File: src/rtl/uart_avm_responder_if.sv
// Avalon-MM slave bus bundle for the UART register-map responder.
// The master drives address/strobes/data; the slave returns readdata and waitrequest.
interface uart_avm_responder_if;
    logic [4:0]  avm_address;
    logic        avm_read;
    logic        avm_write;
    logic [31:0] avm_writedata;
    logic [31:0] avm_readdata;
    logic        avm_waitrequest;

    modport master (
        output avm_address, avm_read, avm_write, avm_writedata,
        input  avm_readdata, avm_waitrequest
    );

    modport slave (
        input  avm_address, avm_read, avm_write, avm_writedata,
        output avm_readdata, avm_waitrequest
    );
endinterface

File: src/rtl/uart_avm_responder.sv
// Avalon-MM RX/TX/STATUS register map backed by a TX FIFO (drained on a byte stream)
// and an RX FIFO (filled from a byte stream), used as the far-end responder of the image link.
//
// state   | meaning
// --------+---------------------------------------------------------------
// ST_IDLE | waitrequest high; a pending read/write is captured on the next edge
// ST_ACK  | waitrequest low for one cycle; readdata shows the captured byte
module uart_avm_responder #(
    parameter int DEPTH = 16,
    parameter int LOG2D = 4
) (
    input  logic                  avm_clk,
    input  logic                  avm_rst,
    uart_avm_responder_if.slave   avm,
    output logic [7:0]            o_tx_data,
    output logic                  o_tx_valid,
    input  logic                  i_tx_ready,
    input  logic [7:0]            i_rx_data,
    input  logic                  i_rx_valid,
    output logic                  o_rx_ready,
    output logic [LOG2D:0]        o_tx_level,
    output logic [LOG2D:0]        o_rx_level
);

    localparam logic [LOG2D:0] LVL_FULL  = (LOG2D+1)'(DEPTH);
    localparam logic [LOG2D:0] LVL_EMPTY = '0;
    localparam logic [4:0]     ADDR_RX   = 5'd0;
    localparam logic [4:0]     ADDR_TX   = 5'd4;
    localparam logic [4:0]     ADDR_STAT = 5'd8;

    typedef enum logic {ST_IDLE, ST_ACK} state_t;

    state_t state_r, state_nx;
    logic   accept;
    logic   rd_acc, wr_acc;

    logic [7:0]       rdata_r, rdata_nx;
    logic             tx_ovf_r, rx_unf_r;
    logic [7:0]       status_byte;

    logic [7:0]       tx_mem [DEPTH];
    logic [LOG2D-1:0] tx_wptr, tx_rptr;
    logic [LOG2D:0]   tx_level;
    logic             tx_push, tx_pop, tx_full, tx_empty;

    logic [7:0]       rx_mem [DEPTH];
    logic [LOG2D-1:0] rx_wptr, rx_rptr;
    logic [LOG2D:0]   rx_level;
    logic             rx_push, rx_pop, rx_full, rx_empty;

    logic             unused_wdata;

    assign unused_wdata = ^avm.avm_writedata[31:8];

    always_ff @(posedge avm_clk or posedge avm_rst) begin
        if (avm_rst) state_r <= ST_IDLE;
        else         state_r <= state_nx;
    end

    always_comb begin
        state_nx = state_r;
        case (state_r)
            ST_IDLE: if (avm.avm_read || avm.avm_write) state_nx = ST_ACK;
            ST_ACK:  state_nx = ST_IDLE;
            default: state_nx = ST_IDLE;
        endcase
    end

    always_comb begin
        accept              = 1'b0;
        avm.avm_waitrequest = 1'b1;
        avm.avm_readdata    = 32'd0;
        case (state_r)
            ST_IDLE: accept = avm.avm_read || avm.avm_write;
            ST_ACK: begin
                avm.avm_waitrequest = 1'b0;
                avm.avm_readdata    = {24'd0, rdata_r};
            end
            default: ;
        endcase
    end

    // A simultaneous read and write is treated as a read only.
    assign rd_acc = accept && avm.avm_read;
    assign wr_acc = accept && avm.avm_write && !avm.avm_read;

    assign tx_full  = (tx_level == LVL_FULL);
    assign tx_empty = (tx_level == LVL_EMPTY);
    assign rx_full  = (rx_level == LVL_FULL);
    assign rx_empty = (rx_level == LVL_EMPTY);

    assign tx_push = wr_acc && (avm.avm_address == ADDR_TX) && !tx_full;
    assign tx_pop  = !tx_empty && i_tx_ready;
    assign rx_push = i_rx_valid && !rx_full;
    assign rx_pop  = rd_acc && (avm.avm_address == ADDR_RX) && !rx_empty;

    assign status_byte = {!rx_empty, !tx_full, tx_ovf_r, rx_unf_r, 4'b0000};

    always_comb begin
        rdata_nx = 8'd0;
        if (rd_acc) begin
            case (avm.avm_address)
                ADDR_RX:   if (!rx_empty) rdata_nx = rx_mem[rx_rptr];
                ADDR_STAT: rdata_nx = status_byte;
                default:   rdata_nx = 8'd0;
            endcase
        end
    end

    always_ff @(posedge avm_clk or posedge avm_rst) begin
        if (avm_rst) begin
            rdata_r  <= 8'd0;
            tx_ovf_r <= 1'b0;
            rx_unf_r <= 1'b0;
        end else begin
            if (accept) rdata_r <= rdata_nx;
            if (wr_acc && (avm.avm_address == ADDR_TX) && tx_full) tx_ovf_r <= 1'b1;
            if (rd_acc && (avm.avm_address == ADDR_RX) && rx_empty) rx_unf_r <= 1'b1;
            if (wr_acc && (avm.avm_address == ADDR_STAT)) begin
                if (avm.avm_writedata[5]) tx_ovf_r <= 1'b0;
                if (avm.avm_writedata[4]) rx_unf_r <= 1'b0;
            end
        end
    end

    // FIFO storage carries no reset; validity is tracked by pointers and levels.
    always_ff @(posedge avm_clk) begin
        if (tx_push) tx_mem[tx_wptr] <= avm.avm_writedata[7:0];
        if (rx_push) rx_mem[rx_wptr] <= i_rx_data;
    end

    always_ff @(posedge avm_clk or posedge avm_rst) begin
        if (avm_rst) begin
            tx_wptr  <= '0;
            tx_rptr  <= '0;
            tx_level <= '0;
        end else begin
            if (tx_push) tx_wptr <= tx_wptr + 1'b1;
            if (tx_pop)  tx_rptr <= tx_rptr + 1'b1;
            case ({tx_push, tx_pop})
                2'b10:   tx_level <= tx_level + 1'b1;
                2'b01:   tx_level <= tx_level - 1'b1;
                default: tx_level <= tx_level;
            endcase
        end
    end

    always_ff @(posedge avm_clk or posedge avm_rst) begin
        if (avm_rst) begin
            rx_wptr  <= '0;
            rx_rptr  <= '0;
            rx_level <= '0;
        end else begin
            if (rx_push) rx_wptr <= rx_wptr + 1'b1;
            if (rx_pop)  rx_rptr <= rx_rptr + 1'b1;
            case ({rx_push, rx_pop})
                2'b10:   rx_level <= rx_level + 1'b1;
                2'b01:   rx_level <= rx_level - 1'b1;
                default: rx_level <= rx_level;
            endcase
        end
    end

    assign o_tx_data  = tx_mem[tx_rptr];
    assign o_tx_valid = !tx_empty;
    assign o_rx_ready = !rx_full;
    assign o_tx_level = tx_level;
    assign o_rx_level = rx_level;

endmodule
File: src/flat_wrapper.sv
// flat-port wrapper written by rule: the top's interface ports become plain ports
module uart_avm_responder_flat 
#(
    parameter int DEPTH = 16,
    parameter int LOG2D = 4
)
  (avm_clk, avm_rst, o_tx_data, o_tx_valid, i_tx_ready, i_rx_data, i_rx_valid, o_rx_ready, o_tx_level, o_rx_level, avm_avm_address, avm_avm_read, avm_avm_write, avm_avm_writedata, avm_avm_readdata, avm_avm_waitrequest);
  uart_avm_responder_if avm_i ();
  input  logic avm_clk;
  input  logic avm_rst;
  output logic [7:0] o_tx_data;
  output logic o_tx_valid;
  input  logic i_tx_ready;
  input  logic [7:0] i_rx_data;
  input  logic i_rx_valid;
  output logic o_rx_ready;
  output logic [LOG2D:0] o_tx_level;
  output logic [LOG2D:0] o_rx_level;
  input wire logic [$bits(avm_i.avm_address)-1:0] avm_avm_address;
  input wire logic [$bits(avm_i.avm_read)-1:0] avm_avm_read;
  input wire logic [$bits(avm_i.avm_write)-1:0] avm_avm_write;
  input wire logic [$bits(avm_i.avm_writedata)-1:0] avm_avm_writedata;
  output wire logic [$bits(avm_i.avm_readdata)-1:0] avm_avm_readdata;
  output wire logic [$bits(avm_i.avm_waitrequest)-1:0] avm_avm_waitrequest;
  assign avm_i.avm_address = avm_avm_address;
  assign avm_i.avm_read = avm_avm_read;
  assign avm_i.avm_write = avm_avm_write;
  assign avm_i.avm_writedata = avm_avm_writedata;
  assign avm_avm_readdata = avm_i.avm_readdata;
  assign avm_avm_waitrequest = avm_i.avm_waitrequest;
  uart_avm_responder #(.DEPTH(DEPTH), .LOG2D(LOG2D)) u_core (.avm_clk(avm_clk), .avm_rst(avm_rst), .avm(avm_i), .o_tx_data(o_tx_data), .o_tx_valid(o_tx_valid), .i_tx_ready(i_tx_ready), .i_rx_data(i_rx_data), .i_rx_valid(i_rx_valid), .o_rx_ready(o_rx_ready), .o_tx_level(o_tx_level), .o_rx_level(o_rx_level));
endmodule
File: config.mk
export PLATFORM = sky130hd
export DESIGN_NAME = uart_avm_responder_flat
export DESIGN_NICKNAME = d
export VERILOG_FILES = /design/src/rtl/uart_avm_responder_if.sv /design/src/rtl/uart_avm_responder.sv /design/src/flat_wrapper.sv
export SDC_FILE = /design/constraint.sdc
export NUM_CORES = 1
export LEC_CHECK = 0
export CAP_MARGIN = 20
export CORE_ASPECT_RATIO = 0.8
export CORE_UTILIZATION = 63
export CTS_CLUSTER_DIAMETER = 100
export DETAILED_ROUTE_END_ITERATION = 8
export DONT_BUFFER_PORTS = 1
export PLACE_DENSITY = 0.75
export SYNTH_ARGS = -nofsm -noshare
export SYNTH_HDL_FRONTEND = slang
export SYNTH_SLANG_ARGS = --single-unit
File: constraint.sdc
create_clock -name avm_clk -period 4.1 [get_ports avm_clk]
set_input_delay 0.615 -clock avm_clk [delete_from_list [all_inputs] [get_ports avm_clk]]
set_output_delay 0.615 -clock avm_clk [all_outputs]
set_load 0.02 [all_outputs]
# After elaboration in Yosys (flattened, before gate mapping)
# Memory sizes are Yosys's and may differ from the RTL's.
# Cells that the tools add are included.
[totals]
ff_bits = 37
ramBits = 256
input_bits = 51
output_inout_bits = 53
wordCells = 72
mem_count = 2
[classes]
addsub = 8
n_eq_ne = 8
n_mux = 20
n_bitwise = 1
reduce_logical = 23
[memory_table]
columns = ["name", "depth", "word_bits", "read_ports", "rd_clocked_by_memory_dff", "write_ports", "line_no", "rtl"]
rows = [
  ["u_core.rx_mem", 16, 8, 1, 0, 1, "uart_avm_responder.sv:46", "logic [7:0] rx_mem [DEPTH];"],
  ["u_core.tx_mem", 16, 8, 1, 0, 1, "uart_avm_responder.sv:41", "logic [7:0] tx_mem [DEPTH];"],
]
[ops]
columns = ["op", "count"]
rows = [
  ["8-bit two-way mux", 3],
  ["5-bit case mux with 2 select lines", 2],
  ["4-bit by 1-bit adder with 4-bit output (second input constant)", 4],
  ["8-bit case mux with 2 select lines", 1],
  ["5-bit zero test", 3],
  ["1-bit two-way mux", 13],
  ["1-bit logical AND", 12],
  ["5-bit by 1-bit adder with 5-bit output (second input constant)", 2],
  ["5-bit equality test (second input constant)", 2],
  ["5-bit by 1-bit subtractor with 5-bit output (second input constant)", 2],
  ["5-bit by 3-bit equality test with 1-bit output (second input constant)", 1],
  ["5-bit by 4-bit equality test with 1-bit output (second input constant)", 1],
  ["1-bit zero test", 5],
  ["2-bit by 1-bit equality test with 1-bit output (second input constant)", 2],
  ["2-bit equality test (second input constant)", 2],
  ["2-bit nonzero test", 2],
  ["1-bit case mux with 2 select lines", 1],
  ["1-bit logical OR", 1],
  ["1-bit NOT", 1],
]

# Depth between registers and ports, before layout
# Gate-level depths: netlist (run 1).
[depth]
depth_word = 9
ltp_mapped = 13
ltp_nobuf = 12

# Worst setup path before layout (run 1)
# Ideal clock, no wire load.
[synth_timing]
path_kind = "register -> register"
from = "register u_core.rx_level[1], in the netlist u_core.o_rx_level[1]"
to = "register u_core.rx_level[4], in the netlist u_core.o_rx_level[4]"
setup_ns = 0.130
arrival_ns = 3.310
t_required_ns = 3.970
slack_ns = 0.659
stages_incl_launch_ff = 14
path_buffers = 1
period_less_slack_ns = 3.441
path_cell_list = "dfrtp_1 -> nor4_1 -> nand2_1 -> and2_1 -> clkbuf_1 -> inv_1 -> ha_1 -> inv_1 -> fa_1 -> nor2b_1 -> o21ai_0 -> nand3_1 -> or3b_2 -> xnor2_1"
[synth_between]
elab_chain_len = 5
word_cells_on_any_way = 12
classes_between = "2 x add/sub; 3 x eq/ne; 1 x mux; 6 x reduce/logical"
[synth_rtl]
columns = ["element", "line_no", "rtl"]
rows = [
  ["start: declaration", "uart_avm_responder.sv:48", "logic [LOG2D:0] rx_level;"],
  ["start signal: assignment", "uart_avm_responder.sv:157", "2'b10: rx_level <= rx_level + 1'b1;"],
  ["start signal: assignment", "uart_avm_responder.sv:158", "2'b01: rx_level <= rx_level - 1'b1;"],
  ["start signal: assignment", "uart_avm_responder.sv:159", "default: rx_level <= rx_level;"],
  ["5-bit equality test *", "uart_avm_responder.sv:89", "assign rx_full = (rx_level == LVL_FULL);"],
  ["1-bit zero test *", "--", ""],
  ["named net o_rx_ready", "flat_wrapper.sv:16", "output logic o_rx_ready;"],
  ["1-bit logical AND *", "uart_avm_responder.sv:94", "assign rx_push = i_rx_valid && !rx_full;"],
  ["2-bit by 1-bit equality test with 1-bit output / 2-bit equality test (equally long branches)", "uart_avm_responder.sv:156", "case ({rx_push, rx_pop})"],
  ["5-bit case mux with 2 select lines / 2-bit nonzero test (equally long branches)", "--", ""],
]
# The timed path passes the listed nets; every way through them passes the cells marked *.
# A chain may end at the register's enable or synchronous reset.

# Worst setup path after layout (run 1)
[layout_timing]
from = "register u_core.state_r"
to = "register u_core.tx_level[4], in the netlist u_core.o_tx_level[4]"
[layout_between]
elab_chain_len = 7
word_cells_on_any_way = 9
classes_between = "2 x eq/ne; 2 x mux; 5 x reduce/logical"
[layout_rtl]
columns = ["element", "line_no", "rtl"]
rows = [
  ["start: declaration", "uart_avm_responder.sv:33", "state_t state_r, state_nx;"],
  ["start signal: assignment", "uart_avm_responder.sv:57", "else state_r <= state_nx;"],
  ["1-bit two-way mux *", "uart_avm_responder.sv:73", "case (state_r)"],
  ["1-bit logical AND * (2 in a row)", "uart_avm_responder.sv:85", "assign wr_acc = accept && avm.avm_write && !avm.avm_read;"],
  ["1-bit logical AND * (2 in a row)", "uart_avm_responder.sv:92", "assign tx_push = wr_acc && (avm.avm_address == ADDR_TX) && !tx_full;"],
  ["2-bit by 1-bit equality test with 1-bit output / 2-bit equality test (equally long branches)", "uart_avm_responder.sv:140", "case ({tx_push, tx_pop})"],
  ["5-bit case mux with 2 select lines / 2-bit nonzero test (equally long branches)", "--", ""],
  ["end signal: assignment", "uart_avm_responder.sv:141", "2'b10: tx_level <= tx_level + 1'b1;"],
  ["end signal: assignment", "uart_avm_responder.sv:142", "2'b01: tx_level <= tx_level - 1'b1;"],
  ["end signal: assignment", "uart_avm_responder.sv:143", "default: tx_level <= tx_level;"],
  ["end: declaration", "uart_avm_responder.sv:43", "logic [LOG2D:0] tx_level;"],
]
# Mark *: on every way between the ends. The rest lies on a longest branch, timed or not.

==> results.ini, run 1 <==
[layout]
num_antenna_cells = 0
area_growth_pct = 9.88
drive_gt1_frac = 0.219
postLayoutCellArea_um2 = 13200
final_nets = 722

[timing]
clock_skew_ns = 0.00940
finalMaxSlewViolations = 0
fin_crit_sh = 0.879
worst_pin_slew_ns = 1.01
hold_viol = 0
timing.slew.headroom = 0.325
setup_violations = 0
timing.fmax_ghz = 0.277
finalSetupTns_ns = 0
rsz0062_at_grt = no
finalCriticalPeriod_ns = 3.60

[route]
route.detailed.drc = 0
routed_via_density = 6.18
first_pass_iters = 5
vias = 5713
post_drt_wl_per_cell_um = 24.4
routed_wl_mm = 22.6
drtIter0Drc = 544
ant_nets = 0

[power_and_ir_drop]
pwr-share-clk = 0.312
swShare = 0.277
p_per_area_nw_per_um2 = 609
p_int_mw = 5.81
ir_drop_v = 0.000465
p_leak_nw = 4.46
combPwrFrac = 0.214
pwr-share-seq = 0.474
p_switching_mw = 2.23

[logic_synthesis]
synthArstFlopShare = 0.126
synth_fa_ha_area_frac = 0.0221
synth_top_area_frac = 0.640
yosys.area_share.simple = 0.0412
yosys.area.top_type = edfxtp_1
synth.mux.area_fraction = 0.151
synth_compound_area_frac = 0.0217
syn_inst = 630
synth_cell_type_count = 41
synth-edff-count = 256
yosysSeqAreaShare = 0.717
yosysWarnings = 0
synth_seq_cells = 293
syn_avg_cell_area_um2 = 19.1
syn_area_um2 = 12000
synth_xor_area_frac = 0.0146
synthTopCellsByArea = edfxtp_1, mux4_2, dfrtp_1
synth_top_family_by_area = multiplexers
synth_flop_cell = edfxtp_1

[placed_design]
postPlaceCellArea_um2 = 12300
port_buffers = 0
dpl.hpwl_mm = 14.4
gp_congestion = 0.801

[clocking]
numCtsBuffers = 28
cts_max_level = 1
post-cts-setup-buffers = 0
clock_latency_ns = 0.53
hold_buffers = 0
path_clk_slew_ns = 0.06
cts_sinks = 293
cts_buffer_depth = 3
root_buffer = clkbuf_16
cts_tree = done
post_cts_resized = 0

[die]
die-area_um2 = 19600
ios = 104
num_rows = 44
start_util = 0.653
core_area_um2 = 18400
die_w_um = 156
die_y_um = 125

[hold_path]
hp-class = primary input to asynchronous set/reset pin

[setup_path]
crit_arrival_ns = 4.01
cp_max_fo = 10
startpoint_type = flop
crit_required_ns = 4.50
path_class = flop to flop
crit_path_end_kind = flop

[global_route]
grt_pass1_wl_mm = 34.6
grt_pass1_vias = 5825
antenna_found_initial = 0
grt_max_degree = 36
grt_use_total = 0.244
grt_overflow = 0

[outcome]
outcome = finished clean

[job]
maxCapViolCount = 0

[cell usage in the layout, fill, tap and decap left out, types with 3 or more instances in the layout]
cell and count:
nor4_2 4, a21oi_1 10, mux2i_1 16, edfxtp_1 256, or3b_2 3, nand2_1 18, o21ai_0 10, ha_1 18
nor3_1 4, bufinv_16 3, mux2_2 3, nor2b_1 3, clkinv_2 5, nand2b_1 4, clkbuf_16 29, xor2_1 6
conb_1 24, a221o_1 3, a21o_1 6, o22ai_1 7, and2_1 19, nor2_1 19, mux4_2 72, clkinv_1 5
nand4_1 4, clkbuf_1 8, xnor2_1 14, dfrtp_1 35, buf_4 19, inv_1 22
[critical path: stages, from the launching register on]
cell	delay [ns]
dfrtp_1	0.45
or4_4	0.59
nor3b_1	0.30
and3_1	0.40
inv_2	0.14
ha_1	0.26
ha_1	0.33
nor2b_1	0.14
o21ai_0	0.19
a21oi_1	0.10
or3b_2	0.45
xnor2_1	0.13
[registers in the layout (all words and copies together) (netlist names), 5 cells and up]
register and flops:
u_core.rx_mem 128, u_core.o_rx_level 5, u_core.o_tx_level 5, u_core.rdata_r 8, u_core.tx_mem 128
[cells in the mapped netlist (all sizes together) (7+ instances only)]
master and instances:
edfxtp 256, mux4 72, buf 37, dfrtp 37, inv 23, and2 19
nand2 19, nor2 19, ha 18, mux2i 16, clkbuf 15, xnor2 14
o21ai 11, a21oi 10, o22ai 7
[worst paths after layout]
check,slack (ns),depth (start not counted),start,to
worst min-delay path,0.1,1,avm_rst,u_core.rx_wptr[2]
worst max-delay path,0.50,11,u_core.state_r,u_core.o_tx_level[4]
max in group asynchronous,3.26,2,avm_rst,u_core.tx_rptr[0]
min in group avm_clk,0.17,1,avm_avm_writedata[5],u_core.tx_ovf_r
worst max register to register,0.50,11,u_core.state_r,u_core.o_tx_level[4]
worst min register to register,0.50,1,u_core.rdata_r[2],u_core.rdata_r[2]
[metrics by stage]
stage	hold WS, ns	std cells	setup slack (ns)	total power [mW]	utilization
floorplan	0.441	653	0.659	5.22	-
global placement	0.477	874	0.400	5.53	0.669
detailed placement	0.484	874	0.386	5.60	0.669
CTS	0.108	924	0.489	8.10	0.718
global route	0.159	924	0.256	8.35	0.718
finish	0.0967	924	0.495	8.04	0.718
[power by group through the flow]
stage	Clock [mW]	Sequential (mW)	Combinational (mW)
after floorplan	0	3.70	1.52
after global placement	0	3.85	1.67
after detailed placement	0	3.87	1.73
after CTS	2.54	3.81	1.74
after global routing	2.65	3.85	1.86
final	2.51	3.81	1.72
[routing by layer]
metal / wire (um) / GRT usage / vias up
met5: 0 / 0 / -
met4: 281 / 0.0473 / 0
met3: 2040 / 0.0496 / 35
met2: 10500 / 0.366 / 277
met1: 9760 / 0.379 / 2935
li1: - / - / 2466
[cells by family after synthesis]
kind of cell | Yosys count
flops | 293
fa+ha+maj | 20
buf+inv | 75
simple gates | 91
xor+xnor | 20
other cells | 1
mux | 91
compound gates | 39
[final cells by class]
type	count	area, um2
Timing Repair Buffer	20	163
Clock inverter	13	134
Sequential cell	293	8620
Inverter	23	86.3
Multi-Input combinational cell	285	3130
Tap cell	253	317
Fill cell	1098	5190
Clock buffer	37	756
No activity file was read; power rests on OpenSTA's default activity.
==> run 2, diff against run 1 <==
- CORE_MARGIN: unset -> 10
==> run 2 against run 1 <==
Utilization decreased by 1.8 points. Routed wire length rose by 4.3%. Die area up 28%. Non-clock buffer count is 4 higher. Largest cell class unchanged.
==> results.ini, run 2 (synthesis gave the netlist of run 1 again) <==
[timing]
clock_skew_ns = 0.0146  ; +0.00522 ns
finalCriticalPeriod_ns = 3.52  ; -0.0799 ns
worst_pin_slew_ns = 1.03  ; +0.0175 ns
hold_ws_ns = 0.0836  ; -0.0130 ns
rsz0062_at_grt = no
hold_viol = 0  ; unchanged
setup_violations = 0  ; unchanged
timing.fmax_ghz = 0.284  ; +2.3%
timing.slew.headroom = 0.314  ; -0.0117
finalMaxSlewViolations = 0  ; unchanged
finalSetupTns_ns = 0  ; unchanged
fin_crit_sh = 0.860  ; -0.0195

[clocking]
hold_buffers = 0  ; unchanged
cts_max_level = 1  ; unchanged
cts_tree = done
cts_buffer_depth = 3  ; unchanged
post-cts-setup-buffers = 0  ; unchanged
root_buffer = clkbuf_16
cts_sinks = 293  ; unchanged
numCtsBuffers = 27  ; -3.6%
clock_latency_ns = 0.55  ; +0.02 ns
path_clk_slew_ns = 0.07  ; about the same
post_cts_resized = 0  ; unchanged

[hold_path]
hp-class = primary input to asynchronous set/reset pin

[die]
start_util = 0.637  ; -0.0164
die-area_um2 = 25000  ; +28%
die_y_um = 143  ; +14%
num_rows = 45  ; +2.3%
ios = 104  ; unchanged
die_w_um = 174  ; +12%
core_area_um2 = 18900  ; +2.6%

[layout]
drive_gt1_frac = 0.225  ; +0.00611
postLayoutCellArea_um2 = 13200  ; about the same
mostFrequentLayoutCells = edfxtp_1, mux4_2, dfrtp_1
num_antenna_cells = 0  ; unchanged
final_common_cell = edfxtp_1
final_nets = 725  ; +0.42%
multi_input_area_um2 = 3130  ; unchanged
seqCellArea_um2 = 8620  ; unchanged
largestRegisters = u_core.rx_mem (128), u_core.tx_mem (128), u_core.rdata_r (8)
final.fill_count = 1112  ; +1.3%
area_growth_pct = 9.96  ; about the same

[setup_path]
cpPeakStageDelay_ns = 0.67  ; +0.08 ns
cp_cell_sequence = nor4_1 -> nand2_1 -> and2_1 -> inv_1 -> ha_1 -> inv_1 -> fa_1 -> nor2b_1 -> o21ai_0 -> nand3_1 -> or3b_2 -> xnor2_1
slowest_stage = nor4_1
path_class = flop to flop
cp_max_fo = 9  ; -1
crit_path_end_kind = flop
crit_top_cell = inv_1
crit_arrival_ns = 3.95  ; -0.06 ns
startpoint_type = flop
crit_required_ns = 4.52  ; +0.02 ns

[power_and_ir_drop]
p_leak_nw = 4.47  ; +0.25%
p_per_area_nw_per_um2 = 607  ; -0.41%
ir_drop_v = 0.000282  ; -39%

[route]
first_pass_iters = 5  ; unchanged
post_drt_wl_per_cell_um = 25.2  ; +3.3%
ant_nets = 0  ; unchanged
vias = 5826  ; +2.0%
drtIter0Drc = 692  ; +27%
routed_via_density = 6.24  ; +0.99%
routed_wl_mm = 23.5  ; +4.3%
route.detailed.drc = 0  ; unchanged

[job]
maxCapViolCount = 0  ; unchanged

[placed_design]
gp_congestion = 0.837  ; +4.5%
port_buffers = 0  ; unchanged
postPlaceCellArea_um2 = 12300  ; +0.19%
dpl.hpwl_mm = 15.5  ; +7.3%

[global_route]
antenna_found_initial = 0  ; unchanged
grt_pass1_wl_mm = 36.5  ; +5.6%
grt_use_total = 0.193  ; -0.0511
grt_pass1_vias = 5978  ; +2.6%
grt_max_degree = 38  ; +5.6%
grt_overflow = 0  ; unchanged

[outcome]
outcome = finished clean

## run 2: changes by cell type in the layout (fill, tap and decap cells not counted), moves of 2 or more
cell / delta
clkbuf_16: -2
buf_4: +5
clkbuf_8: +4
clkinv_1: -2
## run 2: path summary, 6_finish.rpt
check	start	endpoint	slack [ns]	cells after the start
setup / recovery	u_core.o_rx_level[0]	u_core.o_rx_level[4]	0.58	12
hold reg to reg	u_core.rdata_r[0]	u_core.rdata_r[0]	0.50	1
hold / removal	avm_rst	u_core.o_tx_level[4]	0.08	2
max in group asynchronous	avm_rst	u_core.tx_rptr[0]	3.66	2
min in group avm_clk	avm_avm_writedata[3]	u_core.tx_mem[3][3]	0.16	0
setup reg to reg	u_core.o_rx_level[0]	u_core.o_rx_level[4]	0.58	12
## run 2: area by class of cell
cell class | instances | share of cell area
tap | 258 | 0.0244
inverter | 23 | 0.00654
multi-input combinational | 285 | 0.237
clock buffer | 40 | 0.0579
clock inverter | 10 | 0.00843
timing repair buffer | 24 | 0.0136
sequential | 293 | 0.652
## run 2: routing by layer
layer,share of wire,track usage,wire (um),vias to the layer above
met3,0.10,0.0579,2470,40
met5,0,0,0,-
met1,0.41,0.273,9730,3026
met2,0.46,0.291,10900,282
li1,-,-,-,2478
met4,0.019,0.0449,440,0
## run 2: where the power goes
part	leakage, nW	switching, mW	internal [mW]	total [mW]
registers	2.77	0.386	3.48	3.87
logic	1.27	0.826	0.852	1.68
clock network	0.431	1.04	1.42	2.47
## run 2: critical path: cells and delay by family (launching register included)
kind            cells  cell delay, ns
xor+xnor            1            0.13
flops               1            0.51
fa+ha+maj           2            0.64
buf+inv             2            0.21
compound gates      1            0.09
simple gates        6            1.81
## run 2: metrics by stage
stage | worst slack (ns) | cells | util | power (mW)
2_1_floorplan | 0.659 | 653 | - | 5.22
6_report | 0.575 | 933 | 0.700 | 8.01
5_1_grt | 0.222 | 933 | 0.700 | 8.37
4_1_cts | 0.543 | 933 | 0.700 | 8.08
3_3_place_gp | 0.595 | 883 | 0.654 | 5.54
3_5_place_dp | 0.513 | 883 | 0.654 | 5.63
==> run 3, diff against run 2 <==
- CELL_PAD_IN_SITES_DETAIL_PLACEMENT: unset -> 0
- CELL_PAD_IN_SITES_GLOBAL_PLACEMENT: unset -> 1
- CORE_UTILIZATION: 63 -> 55
==> run 3 against run 2 <==
The run now ends with hold timing left. First-iteration DRC count down 19%. Non-clock buffer count unchanged. Combinational power up 5%. Count of clock-buffer cells in the layout down 6. Clock skew down 0.0066 ns. Clock power down 2%. Critical endpoint unchanged. Largest power group unchanged.
==> results.ini, run 3 (synthesis gave the netlist of run 1 again) <==
[die]
start_util = 0.559  ; -0.0781
die-area_um2 = 28200  ; +13%
core_area_um2 = 21500  ; +14%
ios = 104  ; unchanged
die_w_um = 185  ; +6.2%
num_rows = 48  ; +6.7%
die_y_um = 152  ; +6.0%

[global_route]
antenna_found_initial = 0  ; unchanged
grt_use_total = 0.167  ; -0.0253
grt_pass1_wl_mm = 36.2  ; -1.0%
grt_max_degree = 36  ; -5.3%
grt_overflow = 0  ; unchanged
grt_pass1_vias = 5964  ; -0.23%

[job]
maxCapViolCount = 0  ; unchanged

[clocking]
cts_tree = done
numCtsBuffers = 28  ; +3.7%
root_buffer = clkbuf_16
cts_sinks = 293  ; unchanged
path_clk_slew_ns = 0.06  ; about the same
cts_buffer_depth = 3  ; unchanged
hold_buffers = 0  ; unchanged
clock_latency_ns = 0.53  ; -0.02 ns
cts_max_level = 1  ; unchanged
post_cts_resized = 0  ; unchanged
post-cts-setup-buffers = 0  ; unchanged

[placed_design]
port_buffers = 0  ; unchanged
gp_congestion = 0.781  ; -6.8%
dpl.hpwl_mm = 15.5  ; about the same
dp.cells = 898  ; +1.7%
postPlaceCellArea_um2 = 12300  ; about the same

[timing]
finalMaxSlewViolations = 0  ; unchanged
clock_skew_ns = 0.00800  ; -0.00662 ns
finalSetupTns_ns = 0  ; unchanged
timing.fmax_ghz = 0.284  ; +0.12%
rsz0062_at_grt = no
worst_pin_slew_ns = 0.946  ; -0.0796 ns
setup_violations = 0  ; unchanged
finalCriticalPeriod_ns = 3.52  ; -0.00416 ns
fin_crit_sh = 0.859  ; -0.00102
hold_ws_ns = -0.0129  ; -0.0965 ns
timing.slew.headroom = 0.367  ; +0.0533
hold_viol = 11  ; +11

[route]
ant_nets = 0  ; unchanged
routed_wl_mm = 23.5  ; -0.29%
vias = 5713  ; -1.9%
routed_via_density = 6.03  ; -3.5%
route.detailed.drc = 0  ; unchanged
post_drt_wl_per_cell_um = 24.8  ; -1.9%
first_pass_iters = 5  ; unchanged
drtIter0Drc = 563  ; -19%

[power_and_ir_drop]
ir_drop_v = 0.000344  ; +22%
pwr-share-seq = 0.473  ; -0.010
p_total_mw = 7.96  ; -0.67%
pwr-share-clk = 0.305  ; -0.003
p_switching_mw = 2.22  ; -1.4%
p_leak_nw = 4.48  ; +0.16%
swShare = 0.279  ; -0.00216
combPwrFrac = 0.222  ; +0.013
p_per_area_nw_per_um2 = 601  ; -0.91%
p_int_mw = 5.74  ; -0.37%

[setup_path]
crit_required_ns = 4.51  ; about the same
startpoint_type = flop
path_class = flop to flop
crit_arrival_ns = 3.93  ; -0.02 ns
cp_max_fo = 9  ; unchanged
crit_path_end_kind = flop

[layout]
final_common_cell = edfxtp_1
mostFrequentLayoutCells = edfxtp_1, mux4_2, dfrtp_1
final.fill_count = 1529  ; +38%
final_nets = 726  ; +0.14%
area_growth_pct = 10.2
largestRegisters = u_core.rx_mem (128), u_core.tx_mem (128), u_core.rdata_r (8)
num_antenna_cells = 0  ; unchanged
postLayoutCellArea_um2 = 13200  ; +0.25%
layout.cells.non_filler = 948  ; +1.6%
multi_input_area_um2 = 3130  ; unchanged
seqCellArea_um2 = 8620  ; unchanged
drive_gt1_frac = 0.227  ; +0.00216

[hold_path]
hp-class = primary input to asynchronous set/reset pin

[outcome]
violations = hold timing
outcome = complete, but fails checks

## run 3: changes by cell type in the layout (fill, tap and decap cells not counted), sizes merged
cell    before  now
clkbuf      40   34
clkinv       7   12
inv         24   23
## run 3: critical path, cell delays in order (launching register included)
cell	delay (ns)
dfrtp_1	0.51
nor4_1	0.69
nand2_1	0.14
and2_1	0.29
inv_1	0.09
ha_1	0.23
inv_1	0.11
fa_1	0.41
nor2b_1	0.12
o21ai_0	0.10
nand3_1	0.11
or3b_2	0.45
xnor2_1	0.14
## run 3: stage by stage
stage | setup WS [ns] | utilization | hold slack [ns]
floorplan | 0.659 | - | 0.441
global placement | 0.568 | 0.574 | 0.468
detailed placement | 0.540 | 0.574 | 0.471
CTS | 0.535 | 0.614 | 0.152
global route | 0.366 | 0.616 | 0.0208
finish | 0.580 | 0.616 | -0.0129
## run 3: power by group through the flow
stage               Sequential [mW]  Clock (mW)  Combinational, mW
floorplan                      3.70           0               1.52
global placement               3.81           0               1.74
detailed placement             3.83           0               1.79
CTS                            3.77        2.49               1.79
global route                   3.80        2.60               1.92
finish                         3.77        2.43               1.77
## run 3: worst paths after layout
kind | startpoint | end | slack [ns] | cells after the start
min | avm_rst | u_core.rdata_r[7] | -0.01 | 1
max | u_core.o_rx_level[0] | u_core.o_rx_level[4] | 0.58 | 12
min in group avm_clk | i_rx_data[3] | u_core.rx_mem[3][3] | 0.18 | 0
min reg2reg | u_core.rx_rptr[0] | u_core.rx_rptr[0] | 0.48 | 1
max in group asynchronous | avm_rst | u_core.rdata_r[5] | 3.39 | 3
max reg2reg | u_core.o_rx_level[0] | u_core.o_rx_level[4] | 0.58 | 12
## run 3: cell type report
| type | instances | area share |
|---|---|---|
| clock buffer | 34 | 0.0562 |
| multi-input combinational | 285 | 0.236 |
| timing repair buffer | 24 | 0.0157 |
| inverter | 23 | 0.00652 |
| sequential | 293 | 0.651 |
| tap | 275 | 0.0260 |
| clock inverter | 14 | 0.00869 |
## run 3: routing by layer
layer | up-vias | track usage | wire (um)
li1 | 2472 | - | -
met1 | 2977 | 0.249 | 10500
met2 | 232 | 0.241 | 10400
met3 | 32 | 0.0465 | 2100
met4 | 0 | 0.0355 | 453
met5 | - | 0 | 0
